File: src/rtl/data_if_router.sv
// Routes OBI-style core data requests to the data SRAM, the AXI master bridge or a local error
// responder, keeping only one target in flight at a time so responses return in request order.
module data_if_router #(
  parameter int unsigned MAX_OUTSTANDING = 2,
  // Address windows packed as {start, end}; start inclusive, end exclusive.
  parameter logic [63:0] SRAM_RULE = {32'h3000_0000, 32'h3000_2000},
  parameter logic [63:0] AXI_RULE  = {32'h4000_0000, 32'h7F00_0000}
) (
  input  logic        clk_i,
  input  logic        rst_ni,
  input  logic        core_req_i,
  output logic        core_gnt_o,
  input  logic [31:0] core_addr_i,
  input  logic        core_we_i,
  input  logic [3:0]  core_be_i,
  input  logic [31:0] core_wdata_i,
  output logic        core_rvalid_o,
  output logic [31:0] core_rdata_o,
  output logic        core_err_o,
  output logic [31:0] m_addr_o,
  output logic        m_we_o,
  output logic [3:0]  m_be_o,
  output logic [31:0] m_wdata_o,
  output logic        sram_req_o,
  output logic        axi_req_o,
  input  logic        sram_gnt_i,
  input  logic        axi_gnt_i,
  input  logic        sram_rvalid_i,
  input  logic        axi_rvalid_i,
  input  logic [31:0] sram_rdata_i,
  input  logic [31:0] axi_rdata_i,
  input  logic        sram_err_i,
  input  logic        axi_err_i
);

  typedef enum logic [1:0] {TGT_NONE, TGT_SRAM, TGT_AXI, TGT_ERR} tgt_e;

  localparam logic [31:0] SRAM_START = SRAM_RULE[63:32];
  localparam logic [31:0] SRAM_END   = SRAM_RULE[31:0];
  localparam logic [31:0] AXI_START  = AXI_RULE[63:32];
  localparam logic [31:0] AXI_END    = AXI_RULE[31:0];
  localparam logic [2:0]  MAX_CNT    = 3'(MAX_OUTSTANDING);

  tgt_e        w_sel;
  tgt_e        r_cur_tgt;
  logic [2:0]  r_cnt;
  logic        r_err_pend;
  logic        w_can_issue;
  logic        w_sram_req;
  logic        w_axi_req;
  logic        w_gnt;
  logic        w_rsp_valid;
  logic [31:0] w_rsp_rdata;
  logic        w_rsp_err;

  // SRAM is checked first so it wins if the two windows ever overlap.
  always_comb begin
    w_sel = TGT_ERR;
    if (core_addr_i >= SRAM_START && core_addr_i < SRAM_END) begin
      w_sel = TGT_SRAM;
    end else if (core_addr_i >= AXI_START && core_addr_i < AXI_END) begin
      w_sel = TGT_AXI;
    end
  end

  always_comb begin
    w_can_issue = (r_cnt < MAX_CNT) && ((r_cnt == 3'd0) || (w_sel == r_cur_tgt));
    w_sram_req  = core_req_i && w_can_issue && (w_sel == TGT_SRAM);
    w_axi_req   = core_req_i && w_can_issue && (w_sel == TGT_AXI);
    w_gnt       = (w_sram_req && sram_gnt_i) || (w_axi_req && axi_gnt_i) ||
                  (core_req_i && w_can_issue && (w_sel == TGT_ERR));
  end

  // Responses from anything other than the in-flight target are dropped.
  always_comb begin
    w_rsp_valid = 1'b0;
    w_rsp_rdata = '0;
    w_rsp_err   = 1'b0;
    if (r_cnt != 3'd0) begin
      case (r_cur_tgt)
        TGT_SRAM: begin
          if (sram_rvalid_i) begin
            w_rsp_valid = 1'b1;
            w_rsp_rdata = sram_rdata_i;
            w_rsp_err   = sram_err_i;
          end
        end
        TGT_AXI: begin
          if (axi_rvalid_i) begin
            w_rsp_valid = 1'b1;
            w_rsp_rdata = axi_rdata_i;
            w_rsp_err   = axi_err_i;
          end
        end
        TGT_ERR: begin
          w_rsp_valid = r_err_pend;
          w_rsp_err   = r_err_pend;
        end
        default: begin
          w_rsp_valid = 1'b0;
        end
      endcase
    end
  end

  always_ff @(posedge clk_i) begin
    if (!rst_ni) begin
      r_cnt      <= 3'd0;
      r_cur_tgt  <= TGT_NONE;
      r_err_pend <= 1'b0;
    end else begin
      if (w_gnt) begin
        r_cur_tgt <= w_sel;
      end
      r_err_pend <= w_gnt && (w_sel == TGT_ERR);
      if (w_gnt && !w_rsp_valid) begin
        r_cnt <= r_cnt + 3'd1;
      end else if (!w_gnt && w_rsp_valid) begin
        r_cnt <= r_cnt - 3'd1;
      end
    end
  end

  assign m_addr_o      = core_addr_i;
  assign m_we_o        = core_we_i;
  assign m_be_o        = core_be_i;
  assign m_wdata_o     = core_wdata_i;
  assign sram_req_o    = rst_ni && w_sram_req;
  assign axi_req_o     = rst_ni && w_axi_req;
  assign core_gnt_o    = rst_ni && w_gnt;
  assign core_rvalid_o = rst_ni && w_rsp_valid;
  assign core_err_o    = rst_ni && w_rsp_err;
  assign core_rdata_o  = rst_ni ? w_rsp_rdata : 32'd0;

endmodule

File: config.mk
export PLATFORM = sky130hd
export DESIGN_NAME = data_if_router
export DESIGN_NICKNAME = d
export VERILOG_FILES = /design/src/rtl/data_if_router.sv
export SDC_FILE = /design/constraint.sdc
export NUM_CORES = 1
export LEC_CHECK = 0
export ABC_CLOCK_PERIOD_IN_PS = 4200
export BUFFER_PORTS_ARGS = -buffer_cell sky130_fd_sc_hd__buf_4
export CAP_MARGIN = 30
export CORE_AREA = 2 2 96 98
export CTS_CLUSTER_SIZE = 16
export DETAILED_ROUTE_END_ITERATION = 10
export DIE_AREA = 0 0 98 100
export GPL_TIMING_DRIVEN = 0
export HOLD_SLACK_MARGIN = 0.02
export SYNTH_ARGS = -nofsm -noshare
export SYNTH_HDL_FRONTEND = slang
export SYNTH_SLANG_ARGS = --single-unit
File: constraint.sdc
create_clock -name clk_i -period 4.2 [get_ports clk_i]
set_input_delay 0.84 -clock clk_i [delete_from_list [all_inputs] [get_ports clk_i]]
set_output_delay 0.84 -clock clk_i [all_outputs]
set_load 0.05 [all_outputs]
After elaboration in Yosys (flattened, before gate mapping):

Index checks and enable logic that the tools add are counted.

* register bits: 6
* input port bits: 142
* output and inout port bits: 106
* logic and storage cells: 59

* add/subtract/negate cells: 2
* order comparisons: 5
* equality and inequality tests: 7
* mux-type cells: 17
* reductions and logical operators: 25

Operators by type and width (number)
* $mux 32: 4
* $pmux 32 s2: 1
* $ge 32x30->1 const B: 1
* $ge 32x31->1 const B: 1
* $lt 32x30->1 const B: 1
* $lt 32x31->1 const B: 1
* $logic_and 1x1->1: 17
* $eq 2x2->1 const B: 4
* $mux 1: 7
* $mux 3: 2
* $pmux 1 s3: 2
* $eq 2x1->1 const B: 2
* $add 3x1->3 const B: 1
* $logic_not 3->1: 1
* $logic_or 1x1->1: 3
* $lt 3x2->1 const B: 1
* $reduce_bool 3->1: 1
* $sub 3x1->3 const B: 1
* $eq 2x2->1: 1
* $logic_not 1->1: 2
* $mux 2: 1
* $reduce_bool 2->1: 1

Depth between registers and ports, before layout:

* depth in word-level cells: 16
* gate-level depth with buffers: 12
* mapped depth without buffers: 11

Worst setup path before layout:

No wires, ideal clock.

* kind: input -> output
* start point: in core_addr_i[15]
* end point: out axi_req_o
* arrival time: 3092 ps
* data required time: 3360 ps
* setup slack: 268 ps
* stages: 6
* path buffers: 0
* cell sequence: or4_1 > or4_4 > o211ai_2 > nor4b_4 > nand2_1 > nor2_1

* word-level cells in the longest chain between the ends: 10
* elaborated cells between the ends (all ways): 15
* those cells by class: order compare: 4; eq/ne: 2; mux: 2; reduce/logical: 7

Ends and longest elaborated chain
* from (decl): RTL line 13 `input logic [31:0] core_addr_i,`
* $ge 32x31->1 or $lt 32x31->1 (tied branches): RTL line 61 `end else if (core_addr_i >= AXI_START && core_addr_i < AXI_END) begin`
* $logic_and 1x1->1: RTL line 61
* $mux 1: RTL line 61
* $mux 2 *: RTL line 59 `if (core_addr_i >= SRAM_START && core_addr_i < SRAM_END) begin`
* $eq 2x2->1: RTL line 67 `w_can_issue = (r_cnt < MAX_CNT) && ((r_cnt == 3'd0) || (w_sel == r_cur_tgt));`
* $logic_or 1x1->1: RTL line 67
* $logic_and 1x1->1: RTL line 67
* $logic_and 1x1->1: RTL line 69 `w_axi_req = core_req_i && w_can_issue && (w_sel == TGT_AXI);`
* $logic_and 1x1->1 *: RTL line 69
* $logic_and 1x1->1 *: RTL line 129 `assign axi_req_o = rst_ni && w_axi_req;`
* to (decl): RTL line 25 `output logic axi_req_o,`

Mark *: on every way between the ends. The rest lies on a longest branch, timed or not.

Final worst setup path:

* start point: in core_addr_i[15]
* end point: reg r_cnt[2]

* word-level cells in the longest chain between the ends: 15
* elaborated cells between the ends (all ways): 27
* those cells by class: order compare: 4; eq/ne: 4; mux: 3; reduce/logical: 16

Ends and longest elaborated chain
* $ge 32x31->1 or $lt 32x31->1 (tied branches): RTL line 61
* $logic_and 1x1->1: RTL line 61
* $mux 1: RTL line 61
* $mux 2 *: RTL line 59
* $eq 2x2->1: RTL line 67
* $logic_or 1x1->1: RTL line 67
* $logic_and 1x1->1: RTL line 67
* $logic_and 1x1->1: RTL line 68, 69, 71
* $logic_and 1x1->1, on equally long branches: RTL line 68, 69
* $logic_and 1x1->1: RTL line 70 `w_gnt = (w_sram_req && sram_gnt_i) || (w_axi_req && axi_gnt_i) ||`
* $logic_or 1x1->1: RTL line 70
* $logic_or 1x1->1 *: RTL line 70
* net w_gnt: RTL line 51 `logic w_gnt;`
* $logic_not 1->1: RTL line 118 `end else if (!w_gnt && w_rsp_valid) begin`
* $logic_and 1x1->1: RTL line 118
* $reduce_bool 2->1 (no line)
* to (signal assigned): RTL line 117 `r_cnt <= r_cnt + 3'd1;`
* to (signal assigned): RTL line 119 `r_cnt <= r_cnt - 3'd1;`
* to (decl): RTL line 46 `logic [2:0] r_cnt;`

The timed path passes the listed nets; every way through them passes the cells marked *.
A chain may end at the register's enable or synchronous reset.

==> impl_results.md <==
* Die width at 98 µm
* PostCTS Resize Cnt at 0
* Hold-fix buffers, CTS at 0
* Status: completed
* Global-route wire length before repair at 10320 µm
* M1 WL at 2832 µm
* Mapped cell area at 1489 µm²
* Worst-Margin Slew at 0.9495 ns
* Clk pwr share at 0.102
* Highest Signal Layer: met4
* Main combinational cell family by area after synthesis: buffers and inverters
* Final instance area at 3148 µm²
* Largest stage delay, worst path at 0.52 ns
* Clock Skews at 0.002387 ns
* Combinational power share at 0.773
* Leakage at 0.001608 µW
* Fin cells at 525
* FF-to-FF setup slack at 1.43 ns
* DP Area at 3107 µm²
* P_sw at 450.1 µW
* Row count at 35
* Crit path time final at 3.819 ns
* WL final at 7307 µm
* I/O Buffers at 197
* WP depth at 12
* CP top delay family: simple AND/OR/NAND/NOR gates
* Starting Density at 0.1675
* Ant diodes at 0
* RR Startpoint: r_cur_tgt[1]
* Fmax achieved at 261.8 MHz
* GR Overflow Total at 0
* Largest net degree at the start of global routing at 11
* Initial antenna violation count at 0
* DIE AREA at 9800 µm²
* Worst path slowest cell: or4_4
* Detailed-route DRC error count at 0
* TritonRoute pass-1 iters at 4
* Crit path buf inv count at 2
* Clock network latency to the later pin of the worst-skew pair at 0.23 ns
* Top-area cell type share of the netlist area at 0.3479
* Yosys top cell by area: buf_4
* Syn_nets at 362
* HP Class: flop to flop
* Vias in the first global route at 2077
* Synth Area in Simple Gates at 0.2067
* CTS tree: done
* Setup crit end: r_cnt[2]
* Switch share at 0.5147
* Yosys cell types at 33
* CTS root buf: clkbuf_8
* Int Power at 424.4 µW
* RD Place Congestion at 0.7604
* Crit path cell chain: buf_4, or4_1, or4_4, o211ai_2, nor4b_4, o221a_4, ha_1, inv_1, fa_1, xor2_1, or3_1, a21oi_1
* Setup crit start: core_addr_i[15]
* Via count at 2184
* Sequential area share after synthesis at 0.08067
* Cells after synthesis at 214
* Bufs on Longest Clock Path at 2
* Total track usage at 0.1299
* Crit Reg-Reg Endpoint: r_cnt[2]
* Max capacitance violation total at 0
* WHS at 0.5099 ns
* Metal2 WL at 3847 µm
* Slew headroom at 0.3590
* R2R cell count at 12
* Post-synth EDFFs at 0
* Post-synthesis mux area share at 0.01345
* Synth Area in Adders at 0.05546
* DP HPWL at 6520 µm
* H-tree depth at 1
* Worst EP arrival at 3.97 ns
* Worst setup margin at 0.3808 ns
* Most frequent cell after synthesis: buf_4
* Area Overhead vs Synth at 111.4%
* Routed WL per cell at 13.92 µm
* Clk sinks at 6
* Pre-CTS setup slack at 0.1545 ns
* Required @ worst endpoint at 4.36 ns
* Die Ht at 100 µm
* Met3 wire length at 607 µm
* Pwr dens at 277.8 nW/µm²
* Register share of total power at 0.126
* DR vias/cell at 4.160
* IO Pins at 248
* Clock Pin Slew Worst Setup and Hold Paths at 0.04 ns
* Synth cell count leaders: buf_4 (69), nor2_1 (41), a22oi_1 (32)
* TritonCTS Buffers at 3
* Post-synth top flop: dfxtp_1
* Synth warn at 0
* Critical path startpoint category: primary input
* Placed cells at 522
* NumNets Final at 564
* Final number of hold-violating endpoints at 0
* Largest fanout on the critical path at 5
* DRT iter0 DRCs at 55
* Syn Area/Cell at 6.958 µm²
* Maximum VDD drop at 0.0001349 V
* Fin crit share at 0.9093
* Core ar. at 8890 µm²
* #FFs+latches synth at 6
* Share of cells above drive strength 1 at 0.6594
* Post-Synth XOR/XNOR Area at 0.01176
* Setup crit end kind: flop
* Fin Setup TNS at 0 ns
* Antenna-violating nets left at 0
* Worst setup path class: primary input to flop
* Unrepaired setup endpoints after global routing: false
* Pins over their slew limit at 0
* Setup Viol. Count Final at 0
* Async SR Flop Fraction at 0
* Synth Area in Compound Gates at 0.2437
* Postcts setup bufs at 0
* Area contributors post-synth: buf_4 (35%), a22oi_1 (16%), nor2_1 (10%)
* HP Start: r_cnt[2]
## layout by cell type, fill, tap and decap left out, types with 3 or more instances in the layout
master and instances:
nor4_1 3, nand2_1 9, inv_1 5, buf_4 266, clkbuf_8 3, dfxtp_1 6, nor3_1 3, ha_1 5
nor2_1 41, o21ai_0 3, clkbuf_1 11, a22oi_1 32
## worst min path at each step
stage	end	slack, ns	cells past startpoint
after floorplan	r_cnt[2]	0.47	2
after global placement	r_cnt[2]	0.49	2
after detailed placement	r_cnt[2]	0.51	2
after CTS	r_cnt[2]	0.51	2
after global routing	r_cnt[2]	0.52	2
final	r_cnt[2]	0.51	2
## cells by family (layout without fill, tap and decap cells)
kind of cell | count (synthesis) | in the layout
flops | 6 | 6
compound gates | 47 | 47
simple gates | 66 | 66
buf+inv | 85 | 285
fa+ha+maj | 6 | 6
xor+xnor | 2 | 2
mux | 2 | 2
## sequential cells by signal, indices dropped and copies added (netlist names)
| name | flops |
|---|---|
| r_cnt | 3 |
| r_cur_tgt | 2 |
| r_err_pend | 1 |
## per-stage QoR
| step | total power, µW | utilization |
|---|---|---|
| 6_report | 874.5 | 0.3541 |
| 5_1_grt | 939.1 | 0.3541 |
| 4_1_cts | 881.2 | 0.3541 |
| 3_5_place_dp | 789.2 | 0.3495 |
| 3_3_place_gp | 775.9 | 0.3495 |
| 2_1_floorplan | 577.2 | - |
## layout make-up
| type | instances | area, µm² |
|---|---|---|
| Clock buffer | 3 | 41.29 |
| Multi-Input combinational cell | 123 | 790.8 |
| Fill cell | 938 | 5742 |
| Timing Repair Buffer | 197 | 1479 |
| Sequential cell | 6 | 120.1 |
| Tap cell | 111 | 138.9 |
| Inverter | 5 | 18.77 |
| Buffer | 80 | 559.3 |
## power groups by stage
stage,clock network [µW],logic (µW),registers (µW)
after CTS,90.9,680,111
after floorplan,0,473,104
after global placement,0,666,110
after detailed placement,0,677,112
after global routing,94.5,729,116
final,88.8,676,110
## layer usage
| metal | track usage | vias to the layer above |
|---|---|---|
| li1 | - | 1079 |
| met1 | 0.1603 | 986 |
| met2 | 0.2376 | 117 |
| met3 | 0.03134 | 2 |
| met4 | 0.01282 | 0 |
| met5 | 0 | - |
## tightest hold or removal path, stage by stage (launching register included)
cell	delay (ns)
dfxtp_1	0.32
o21ai_0	0.08
a21oi_1	0.06
No activity file was read; power rests on OpenSTA's default activity.
